--- src/rtl/seq_array_multiplier.sv ---
// Iterative shift-add multiplier: one partial product per clock, valid/ready on both sides.
// Optional two's complement mode when SIGNED_MULT_EN is defined (adds the in_signed port).
module seq_array_multiplier #(
    parameter int unsigned WIDTH = 8
) (
    input  logic                 clk,
    input  logic                 rst_n,
    input  logic                 in_valid,
    output logic                 in_ready,
    input  logic [WIDTH-1:0]     in_a,
    input  logic [WIDTH-1:0]     in_b,
    output logic                 out_valid,
    input  logic                 out_ready,
    output logic [2*WIDTH-1:0]   out_p,
`ifdef SIGNED_MULT_EN
    input  logic                 in_signed,
`endif
    output logic                 busy
);

    localparam int unsigned PW = 2 * WIDTH;
    localparam int unsigned CW = $clog2(WIDTH) + 1;

    typedef enum logic [1:0] {
        S_IDLE = 2'd0,
        S_BUSY = 2'd1,
        S_DONE = 2'd2
    } state_t;

    state_t          state_q;
    logic [PW-1:0]   a_q;
    logic [WIDTH-1:0] b_q;
    logic [PW-1:0]   p_q;
    logic [CW-1:0]   cnt_q;
`ifdef SIGNED_MULT_EN
    logic            signed_q;
`endif

    logic            last_iter_c;
    logic [PW-1:0]   a_ext_c;
    logic [PW-1:0]   p_d;

    assign last_iter_c = (cnt_q == CW'(WIDTH - 1));

    // Operand extension at acceptance and the per-iteration accumulate step.
    always_comb begin
        a_ext_c = {{WIDTH{1'b0}}, in_a};
        p_d     = p_q;
`ifdef SIGNED_MULT_EN
        if (in_signed) begin
            a_ext_c = {{WIDTH{in_a[WIDTH-1]}}, in_a};
        end
`endif
        if (b_q[0]) begin
            p_d = p_q + a_q;
`ifdef SIGNED_MULT_EN
            // Multiplier sign bit carries negative weight in the last iteration.
            if (signed_q && last_iter_c) begin
                p_d = p_q - a_q;
            end
`endif
        end
    end

    always_ff @(posedge clk) begin
        if (!rst_n) begin
            state_q   <= S_IDLE;
            in_ready  <= 1'b1;
            out_valid <= 1'b0;
            busy      <= 1'b0;
            out_p     <= '0;
            a_q       <= '0;
            b_q       <= '0;
            p_q       <= '0;
            cnt_q     <= '0;
`ifdef SIGNED_MULT_EN
            signed_q  <= 1'b0;
`endif
        end else begin
            case (state_q)
                S_IDLE: begin
                    if (in_valid) begin
                        a_q      <= a_ext_c;
                        b_q      <= in_b;
                        p_q      <= '0;
                        cnt_q    <= '0;
`ifdef SIGNED_MULT_EN
                        signed_q <= in_signed;
`endif
                        in_ready <= 1'b0;
                        busy     <= 1'b1;
                        state_q  <= S_BUSY;
                    end
                end
                S_BUSY: begin
                    p_q   <= p_d;
                    a_q   <= a_q << 1;
                    b_q   <= b_q >> 1;
                    cnt_q <= cnt_q + CW'(1);
                    if (last_iter_c) begin
                        out_p     <= p_d;
                        out_valid <= 1'b1;
                        state_q   <= S_DONE;
                    end
                end
                S_DONE: begin
                    // Acceptance is deferred one cycle after consumption.
                    if (out_ready) begin
                        out_valid <= 1'b0;
                        in_ready  <= 1'b1;
                        busy      <= 1'b0;
                        state_q   <= S_IDLE;
                    end
                end
                default: begin
                    state_q <= S_IDLE;
                end
            endcase
        end
    end

endmodule

--- config.mk ---
export PLATFORM = sky130hd
export DESIGN_NAME = seq_array_multiplier
export DESIGN_NICKNAME = d
export VERILOG_FILES = /design/src/rtl/seq_array_multiplier.sv
export SDC_FILE = /design/constraint.sdc
export NUM_CORES = 1
export LEC_CHECK = 0
export CAP_MARGIN = 20
export CORE_UTILIZATION = 47
export DETAILED_ROUTE_END_ITERATION = 10
export PLACE_DENSITY = 0.79
export SETUP_SLACK_MARGIN = 0.5
export SYNTH_ARGS = -nofsm -noshare
export SYNTH_HDL_FRONTEND = slang
export SYNTH_SLANG_ARGS = --single-unit
--- constraint.sdc ---
create_clock -name clk -period 5.25 [get_ports clk]
set_input_delay 1.575 -clock clk [delete_from_list [all_inputs] [get_ports clk]]
set_output_delay 1.575 -clock clk [all_outputs]
set_load 0.02 [all_outputs]
==> After elaboration in Yosys (flattened, before gate mapping) <==
Index checks and enable logic that the tools add are counted.
{ "classes": {"mux": 21, "reduce_logical": 9, "n_eq_ne": 6, "addsub": 2} }
{ "op_table": {"columns": ["op", "count"], "rows": [
  ["$pmux W16 S2", 2],
  ["$mux W16", 3],
  ["$add A16 B16 Y16", 1],
  ["$pmux W8 S2", 1],
  ["$reduce_and A3 Y1", 3],
  ["$mux W8", 1],
  ["$pmux W4 S2", 1],
  ["$mux W2", 3],
  ["$ne A2 B2 Y1 const B", 3],
  ["$pmux W1 S2", 3],
  ["$pmux W2 S3", 1],
  ["$reduce_bool A2 Y1", 3],
  ["$mux W1", 5],
  ["$add A4 B1 Y4 const B", 1],
  ["$eq A4 B3 Y1 const B", 1],
  ["$mux W4", 1],
  ["$reduce_and A2 Y1", 2],
  ["$eq A2 B1 Y1 const B", 1],
  ["$eq A2 B2 Y1 const B", 1],
  ["$logic_not A2 Y1", 1]
]} }
{ "word_totals": {"word_cells": 47, "reg_bits": 65, "in_bits": 20, "output_inout_bits": 19} }

==> Logic depth before layout (Yosys ltp) <==
Gate-level depths: netlist of the first run.
{ "logic_depth": {"ltp_word": 3, "depth_mapped": 9, "mapped_depth_nobuf": 9} }

==> Worst setup path before layout of the first run <==
Ideal clock, no wire load.
{ "synth_path": {"kind": "input-to-reg", "startpoint": "in in_valid", "endpoint": "reg p_q[3]", "stages": 8, "path_buffers": 3, "arrival_ns": 2.620, "setup_time_ns": 0.115, "t_required_ns": 5.135, "setup_slack_ns": 2.515, "path_cell_list": "buf_2 -> nor2_1 -> or2_2 -> clkbuf_1 -> clkbuf_1 -> nand2_1 -> o21ai_0 -> and2_1"} }
{ "synth_between": {"elab_chain_cells": 2} }
{ "synth_lines": {"columns": ["element", "line_no", "source"], "rows": [
  ["start, declared", "8", "input logic in_valid,"],
  ["$ne A2 B2 Y1 (no source line)", null, null],
  ["$reduce_and A2 Y1 (no source line)", null, null],
  ["end signal, assigned", "96", "p_q <= p_d;"],
  ["end, declared", "33", "logic [PW-1:0] p_q;"]
]} }
No other way between the ends.
A chain may end at the register's enable or synchronous reset.

==> Worst setup path after layout of the first run <==
{ "layout_path": {"startpoint": "in in_valid", "endpoint": "reg p_q[15]"} }
Same word-level chain as after synthesis.

==> results of run 1 <==
[cells in the mapped netlist (all sizes together) (8+ instances only)]
cell      n
a21oi    33
mux2i     9
nand3    11
clkbuf   20
buf       9
ha       16
a22oi    15
dfxtp    65
nor2b    20
a2bb2oi  14
o221a    14
nand2    31
nor2     29
xnor2     8
o21ai    30
[kinds of logic after synthesis]
logic type | count (synthesis) | share of synthesized area
fa+ha+maj | 17 | 0.0625
buf+inv | 32 | 0.0369
simple gates | 113 | 0.163
compound gates | 143 | 0.301
flops | 65 | 0.369
mux | 11 | 0.0320
xor+xnor | 14 | 0.0348
[layer usage]
layer	global-route usage	vias up	wire length, um
met4	0.0924	0	129
met3	0.0373	13	465
li1	-	1518	-
met2	0.355	90	3640
met5	0	-	0
met1	0.288	1422	3780
[power breakdown]
group | internal, W | switching, W
registers | 0.000509 | 0.0000155
logic | 0.0000636 | 0.0000680
clock network | 0.000326 | 0.000195
[stage by stage]
| stage | area, sq um | utilization | cells |
|---|---|---|---|
| detailed placement | 3930 | 0.542 | 507 |
| global placement | 3930 | 0.542 | 507 |
| global route | 4170 | 0.575 | 522 |
| CTS | 4170 | 0.575 | 522 |
| floorplan | 3520 | - | 395 |
| finish | 4170 | 0.575 | 522 |
[registers in the layout (all words and copies together), names as in the netlist]
signal / cells
a_q: 16
b_q: 8
busy: 1
cnt_q: 4
in_ready: 1
out_p: 16
out_valid: 1
p_q: 16
state_q: 2
[path summary, 6_finish.rpt]
kind	from	cells past startpoint	slack, ps	end
setup reg to reg	state_q[0]	6	2470	out_p[15]
hold reg to reg	out_p[7]	2	460	out_p[7]
hold / removal	out_p[7]	2	460	out_p[7]
setup / recovery	in_valid	8	2130	p_q[15]
[critical path, stage by stage]
cell	delay, ps
clkdlybuf4s50_1	460
buf_4	210
nor2_1	70
or2_2	500
nor2_1	240
nor2_1	70
o21ai_0	100
o32ai_2	110
[area by class of cell]
type	instances	area, sq um
clock buffer	10	138
clock inverter	5	104
fill	656	3080
inverter	3	11.3
multi-input combinational	298	2090
sequential	65	1300
tap	99	124
timing repair buffer	42	405
==> flow_summary.yaml, run 1 <==
place:
  place_ws_ps: 1810
  io_buffers: 38
  dp_hpwl_um: 5330
  globalplace.congestion: 0.869
timing:
  worst_pin_slew_ps: 1080
  max_freq_mhz: 321
  hold_ws_ps: 457
  min_period_over_period: 0.593
  worst_slack_ps: 2130
  rsz0062_at_grt: "false"
  hold_viol: 0
  relSlewSlack: 0.280
  setup_tns_ps: 0
  drv_slew: 0
  fin_skew_ps: 12.9
  layout_min_cycle_time_ps: 3120
  setup_viol: 0
grt:
  antenna_found_initial: 0
  grt_pass1_wl_um: 13100
  grt_usage: 0.219
  grt-ovfl-total: 0
  grt_max_degree: 72
  grt_pass1_vias: 2765
worst_setup_path:
  worstPathRequired_ps: 5470
  critical_path_class: "input port to flop"
  cp-end-kind: "flop"
  cp-start-kind: "input port"
  arrival_ps: 3340
  path_max_fanout: 23
cts:
  hold_buffers: 0
  clk_latency_ps: 350
  cts_tree: "done"
  cts_sinks: 65
  cts_max_level: 3
  clk_pin_slew_ps: 70
  cts.path.max_buffers: 2
  post_cts_resize_count: 0
  cts_root_buf: "clkbuf_8"
  postCtsSetupBuffers: 0
  cts_made_buffers: 9
cells_and_area:
  final_nets: 456
  final_common_cell: "dfxtp_1"
  drive_gt1_frac: 0.118
  area_growth_pct: 18.5
  n_antenna_cell: 0
  mostFrequentLayoutCells: "65 x dfxtp_1, 37 x clkdlybuf4s50_1, 31 x nand2_1, 30 x a21oi_1, 28 x nor2_1"
route:
  viasPerCell: 5.83
  routed_wl_um: 8020
  via_count: 3043
  firstDrtPassIters: 4
  drt_iter0_markers: 200
  drc: 0
  routedWlPerCell_um: 15.4
  drtAntennaViolNets: 0
synth:
  ys_types: 57
  synth_area_leaders: "dfxtp_1 37%, ha_1 5.7%, o221a_2 4.5%"
  avgSynthCellArea_sq_um: 8.92
  synthCells: 395
  yosysSeqAreaShare: 0.369
  synth_top_area_cell: "dfxtp_1"
  yosysWarnings: 0
  synth_edf_count: 0
  syn_area_sq_um: 3520
  synth_ff_type: "dfxtp_1"
  synth-seq-cells: 65
  synth_top_area_share: 0.369
  synthArstFlopShare: 0
  synth_nets: 432
floorplanning:
  die_w_um: 88.6
  initial_utilization: 0.486
  io_pins: 39
  die_y_um: 88.6
  core_sq_um: 7250
  rows: 31
  die_area_sq_um: 7840
power:
  p_leak_nw: 1.62
  ir_worst_vdd_mv: 0.215
  total_power_w: 0.00118
  powerDensity_nw_per_um2: 282
flow_run:
  drv_cap: 0
worst_hold_path:
  hold_path.class: "flop to flop"
status:
  status: "complete, no violations"
(Power assumes the default switching activity.)
==> run 2: changes to the inputs <==
--- a/config.mk
+++ b/config.mk
@@ -8,7 +8,7 @@
 export CAP_MARGIN = 20
 export CORE_UTILIZATION = 47
 export DETAILED_ROUTE_END_ITERATION = 10
-export PLACE_DENSITY = 0.79
+export PLACE_DENSITY = 0.82
 export SETUP_SLACK_MARGIN = 0.5
 export SYNTH_ARGS = -nofsm -noshare
 export SYNTH_HDL_FRONTEND = slang
==> constraint.sdc (replaced) <==
create_clock -name clk -period 2.54 [get_ports clk]
set_input_delay 0.762 -clock clk [delete_from_list [all_inputs] [get_ports clk]]
set_output_delay 0.762 -clock clk [all_outputs]
set_load 0.02 [all_outputs]
==> run 2 against run 1 <==
Worst hold slack lost 2.3 ps. Power grew 100%. Clock power grew 87%. Final cell count grew 2.7%. Final area grew 5.9%. Combinational power grew 120%. Sequential cell count is the same. Critical path depth grew 1. Sequential power grew 110%. Count of clock-buffer cells in the layout shrank 1. Utilization grew 3.4 points.
==> flow_summary.yaml, run 2 (synthesis gave the netlist of run 1 again) <==
status:
  status: "complete, no violations"
grt:
  grt-ovfl-total: 0
  grt_pass1_vias: 3066
  antenna_found_initial: 0
  grt_usage: 0.236
  grt_max_degree: 30
  grt_pass1_wl_um: 14300
route:
  firstDrtPassIters: 6
  via_count: 3198
  routed_wl_um: 9100
  drtAntennaViolNets: 0
  drt_iter0_markers: 281
  routedWlPerCell_um: 17.0
  drc: 0
  viasPerCell: 5.97
cts:
  cts_made_buffers: 9
  cts_sinks: 65
  cts.path.max_buffers: 2
  hold_buffers: 0
  cts_max_level: 3
  clk_latency_ps: 350
  cts_root_buf: "clkbuf_8"
  cts_tree: "done"
  clk_pin_slew_ps: 70
cells_and_area:
  area_growth_pct: 25.5
  final_common_cell: "dfxtp_1"
  seq_area_sq_um: 1320
  largestRegisters: "a_q (16), out_p (16), p_q (16)"
  mostFrequentLayoutCells: "52 x dfxtp_1, 31 x nand2_1, 27 x nor2_1, 22 x a21oi_1, 20 x nor2b_1"
  drive_gt1_frac: 0.231
  n_antenna_cell: 0
  multiInputGateArea_sq_um: 2270
  final_nets: 469
  final_area_sq_um: 4420
  fillers: 612
worst_setup_path:
  crit_slowest_cell: "fa_2"
  cp-start-kind: "flop"
  critical_path.max_stage_delay_ps: 380
  worstPathRequired_ps: 2770
  path_max_fanout: 3
  arrival_ps: 2480
  path_buf_inv: 0
  critical_path_class: "flop to flop"
  crit_family: "compound AO/OA/AOI/OAI gates"
  crit_top_cell: "a21oi_2"
  cp-end-kind: "flop"
  path_cells: "ha_4 -> fa_2 -> a21oi_2 -> o211ai_1 -> a21boi_1 -> o21ai_2 -> a21oi_2 -> xor2_1 -> o21ai_1"
floorplanning:
  die_y_um: 88.6
  io_pins: 39
  rows: 31
  initial_utilization: 0.486
  die_area_sq_um: 7840
  die_w_um: 88.6
  core_sq_um: 7250
place:
  place_area_sq_um: 3990
  globalplace.congestion: 0.917
  dp_hpwl_um: 5840
  io_buffers: 38
timing:
  layout_min_cycle_time_ps: 2250
  relSlewSlack: 0.489
  worst_pin_slew_ps: 765
  fin_skew_ps: 7.72
  max_freq_mhz: 444
  setup_viol: 0
  setup_tns_ps: 0
  min_period_over_period: 0.886
  hold_viol: 0
  rsz0062_at_grt: "true"
  drv_slew: 0
power:
  intPower_w: 0.00175
  total_power_w: 0.00236
  ir_worst_vdd_mv: 0.240
  clkPwrFrac: 0.411
  powerDensity_nw_per_um2: 535
  p_leak_nw: 1.75
  swShare: 0.260
  combPwrFrac: 0.125
  seq_power_share: 0.464
  power_switching_w: 0.000615
flow_run:
  drv_cap: 0
worst_hold_path:
  hold_path.class: "flop to flop"
==> run 2: cell types whose count changed in the layout (fill, tap and decap cells not counted), moves of 7 or more <==
cell	previous run	this run
dfxtp_2	0	12
a21oi_1	30	22
buf_4	4	17
dlygate4sd2_1	0	19
ha_1	16	9
ha_4	0	7
clkdlybuf4s50_1	37	18
a21oi_2	3	10
dfxtp_1	65	52
==> run 2: per-layer routing <==
metal	part of all wire	track usage
met5	0	0
met4	0.016	0.0806
met3	0.057	0.0532
met2	0.49	0.406
met1	0.44	0.291
==> run 2: final timing paths <==
kind / cells after the start / slack, ps / endpoint / from
worst min-delay path: 2 / 450 / out_p[7] / out_p[7]
worst max register to register: 9 / 290 / out_p[14] / a_q[0]
worst min register to register: 2 / 450 / out_p[7] / out_p[7]
worst max-delay path: 9 / 290 / out_p[14] / a_q[0]
==> run 2: worst min-delay path, cell delays in order, from the launching register on <==
cell and delay [ps]:
dfxtp_1 310, nand2_1 50, a21boi_1 50
==> run 2: repair_timing <==
action | in CTS | in global routing
cloned | 0 | 0
pin swaps | 11 | 17
resized for setup | 29 | 36
endpoints found under the setup margin | 34 | 18
buffers inserted | 2 | 4
==> run 2: layout make-up <==
class                   count  share of cell area
multi-input cells         298               0.513
well taps                  99              0.0280
clock buffers               9              0.0280
clock inverters             7              0.0215
repair buffers             55               0.108
inverters                   3             0.00255
flip-flops and latches     65               0.299
==> run 2: through the flow <==
stage / util / instances / hold slack (ps) / worst slack, ps
5_1_grt: 0.609 / 536 / 497 / 197
3_5_place_dp: 0.550 / 514 / 450 / 126
4_1_cts: 0.585 / 532 / 457 / 494
2_1_floorplan: - / 395 / 450 / 510
3_3_place_gp: 0.550 / 514 / 444 / 203
6_report: 0.609 / 536 / 455 / 290
==> run 2: power by group through the flow <==
stage	Sequential (W)	Clock (W)	Combinational (W)
floorplan	0.00110	0	0.000198
global placement	0.00111	0	0.000267
detailed placement	0.00111	0	0.000274
CTS	0.00109	0.000978	0.000281
global route	0.00110	0.00103	0.000319
finish	0.00110	0.000972	0.000296
==> run 3: changes to the inputs <==
--- a/config.mk
+++ b/config.mk
@@ -8,7 +8,7 @@
 export CAP_MARGIN = 20
 export CORE_UTILIZATION = 47
 export DETAILED_ROUTE_END_ITERATION = 10
-export PLACE_DENSITY = 0.82
+export PLACE_DENSITY = 0.79
 export SETUP_SLACK_MARGIN = 0.5
 export SYNTH_ARGS = -nofsm -noshare
 export SYNTH_HDL_FRONTEND = slang
==> constraint.sdc (replaced) <==
create_clock -name clk -period 2.6 [get_ports clk]
set_input_delay 0.78 -clock clk [delete_from_list [all_inputs] [get_ports clk]]
set_output_delay 0.78 -clock clk [all_outputs]
set_load 0.02 [all_outputs]
==> run 3 against run 2 <==
Largest power group unchanged. First-iteration DRC count fell by 46%. Final area shrank 0.59%. Via count shrank 2.2%.
==> flow_summary.yaml, run 3 (synthesis gave the netlist of run 1 again) <==
power:
  powerDensity_nw_per_um2: 495
  intPower_w: 0.00160
  power_switching_w: 0.000573
  combPwrFrac: 0.131
  clkPwrFrac: 0.378
  seq_power_share: 0.491
  swShare: 0.264
  ir_worst_vdd_mv: 0.247
  p_leak_nw: 1.84
timing:
  min_period_over_period: 0.796
  max_freq_mhz: 483
  setup_viol: 0
  relSlewSlack: 0.485
  rsz0062_at_grt: "true"
  fin_skew_ps: 11.3
  hold_viol: 0
  layout_min_cycle_time_ps: 2070
  drv_slew: 0
  worst_pin_slew_ps: 767
  setup_tns_ps: 0
worst_setup_path:
  crit_top_cell: "a21oi_2"
  crit_slowest_cell: "fa_2"
  cp-end-kind: "flop"
  cp-start-kind: "flop"
  worstPathRequired_ps: 2830
  critical_path_class: "flop to flop"
  arrival_ps: 2300
  path_cells: "ha_4 -> fa_2 -> a21oi_2 -> o211ai_1 -> a21boi_1 -> o21ai_2 -> a21oi_2 -> xor2_1 -> o21ai_1"
  critical_path.max_stage_delay_ps: 380
  crit_family: "compound AO/OA/AOI/OAI gates"
  path_max_fanout: 3
  path_buf_inv: 0
route:
  viasPerCell: 5.88
  firstDrtPassIters: 5
  routedWlPerCell_um: 16.3
  drtAntennaViolNets: 0
  routed_wl_um: 8690
  drt_iter0_markers: 153
  drc: 0
  via_count: 3129
floorplanning:
  die_y_um: 88.6
  rows: 31
  die_area_sq_um: 7840
  core_sq_um: 7250
  die_w_um: 88.6
  io_pins: 39
  initial_utilization: 0.486
cells_and_area:
  largestRegisters: "a_q (16), out_p (16), p_q (16)"
  n_antenna_cell: 0
  final_area_sq_um: 4390
  final_common_cell: "dfxtp_1"
  drive_gt1_frac: 0.201
  mostFrequentLayoutCells: "56 x dfxtp_1, 31 x nand2_1, 28 x nor2_1, 25 x a21oi_1, 24 x clkdlybuf4s50_1"
  fin_util: 0.606
  final_nets: 466
  area_growth_pct: 24.8
place:
  globalplace.congestion: 0.962
  io_buffers: 38
  dp_hpwl_um: 5780
  place_area_sq_um: 3980
cts:
  cts_root_buf: "clkbuf_8"
  clk_pin_slew_ps: 70
  cts_max_level: 3
  cts_tree: "done"
  clk_latency_ps: 340
  hold_buffers: 0
  cts_made_buffers: 9
  cts.path.max_buffers: 2
  cts_sinks: 65
grt:
  grt-ovfl-total: 0
  grt_usage: 0.231
  antenna_found_initial: 0
  grt_pass1_vias: 2933
  grt_max_degree: 55
  grt_pass1_wl_um: 13800
flow_run:
  drv_cap: 0
worst_hold_path:
  hold_path.class: "flop to flop"
status:
  status: "complete, no violations"
run 3: worst min-delay path, delay by kind of cell (launching register included):
family | cells | cell delay [ps]
compound gates | 1 | 50
simple gates | 1 | 50
flops | 1 | 310
run 3: timing repair:
| action | 4_1_cts | 5_1_grt |
|---|---|---|
| pin swaps | 6 | 14 |
| gates resized for setup | 6 | 44 |
| buffers inserted | 1 | 4 |
| setup endpoints to repair | 14 | 37 |
run 3: path summary, 6_finish.rpt:
path / from / endpoint / slack [ps] / cells past startpoint
setup / recovery: a_q[0] / out_p[14] / 530 / 9
hold / removal: out_p[7] / out_p[7] / 450 / 2
setup reg to reg: a_q[0] / out_p[14] / 530 / 9
hold reg to reg: out_p[7] / out_p[7] / 450 / 2
run 3: through the flow:
step,hold slack (ps),setup slack (ps),power (W),instances
after floorplan,450,550,0.00126,395
after global placement,446,296,0.00135,512
after detailed placement,447,241,0.00135,512
after CTS,456,493,0.00218,528
after global routing,479,413,0.00226,532
final,453,531,0.00218,532
run 3: area by class of cell:
cell class                      count  area (sq um)
Clock buffer                        9           124
Clock inverter                      6          60.1
Fill cell                         609          2860
Inverter                            3          11.3
Multi-Input combinational cell    298          2240
Sequential cell                    65          1320
Tap cell                           99           124
Timing Repair Buffer               52           518
run 3: power groups by stage:
stage | logic [W] | registers, W | clock network (W)
5_1_grt | 0.000309 | 0.00107 | 0.000880
3_5_place_dp | 0.000269 | 0.00108 | 0
3_3_place_gp | 0.000263 | 0.00108 | 0
6_report | 0.000285 | 0.00107 | 0.000823
4_1_cts | 0.000271 | 0.00106 | 0.000842
2_1_floorplan | 0.000193 | 0.00107 | 0
run 3: routing by layer:
metal	global-route usage	part of all wire	up-vias
met3	0.0522	0.054	9
li1	-	-	1529
met2	0.375	0.46	95
met1	0.301	0.47	1496
met4	0.0836	0.014	0
met5	0	0	-
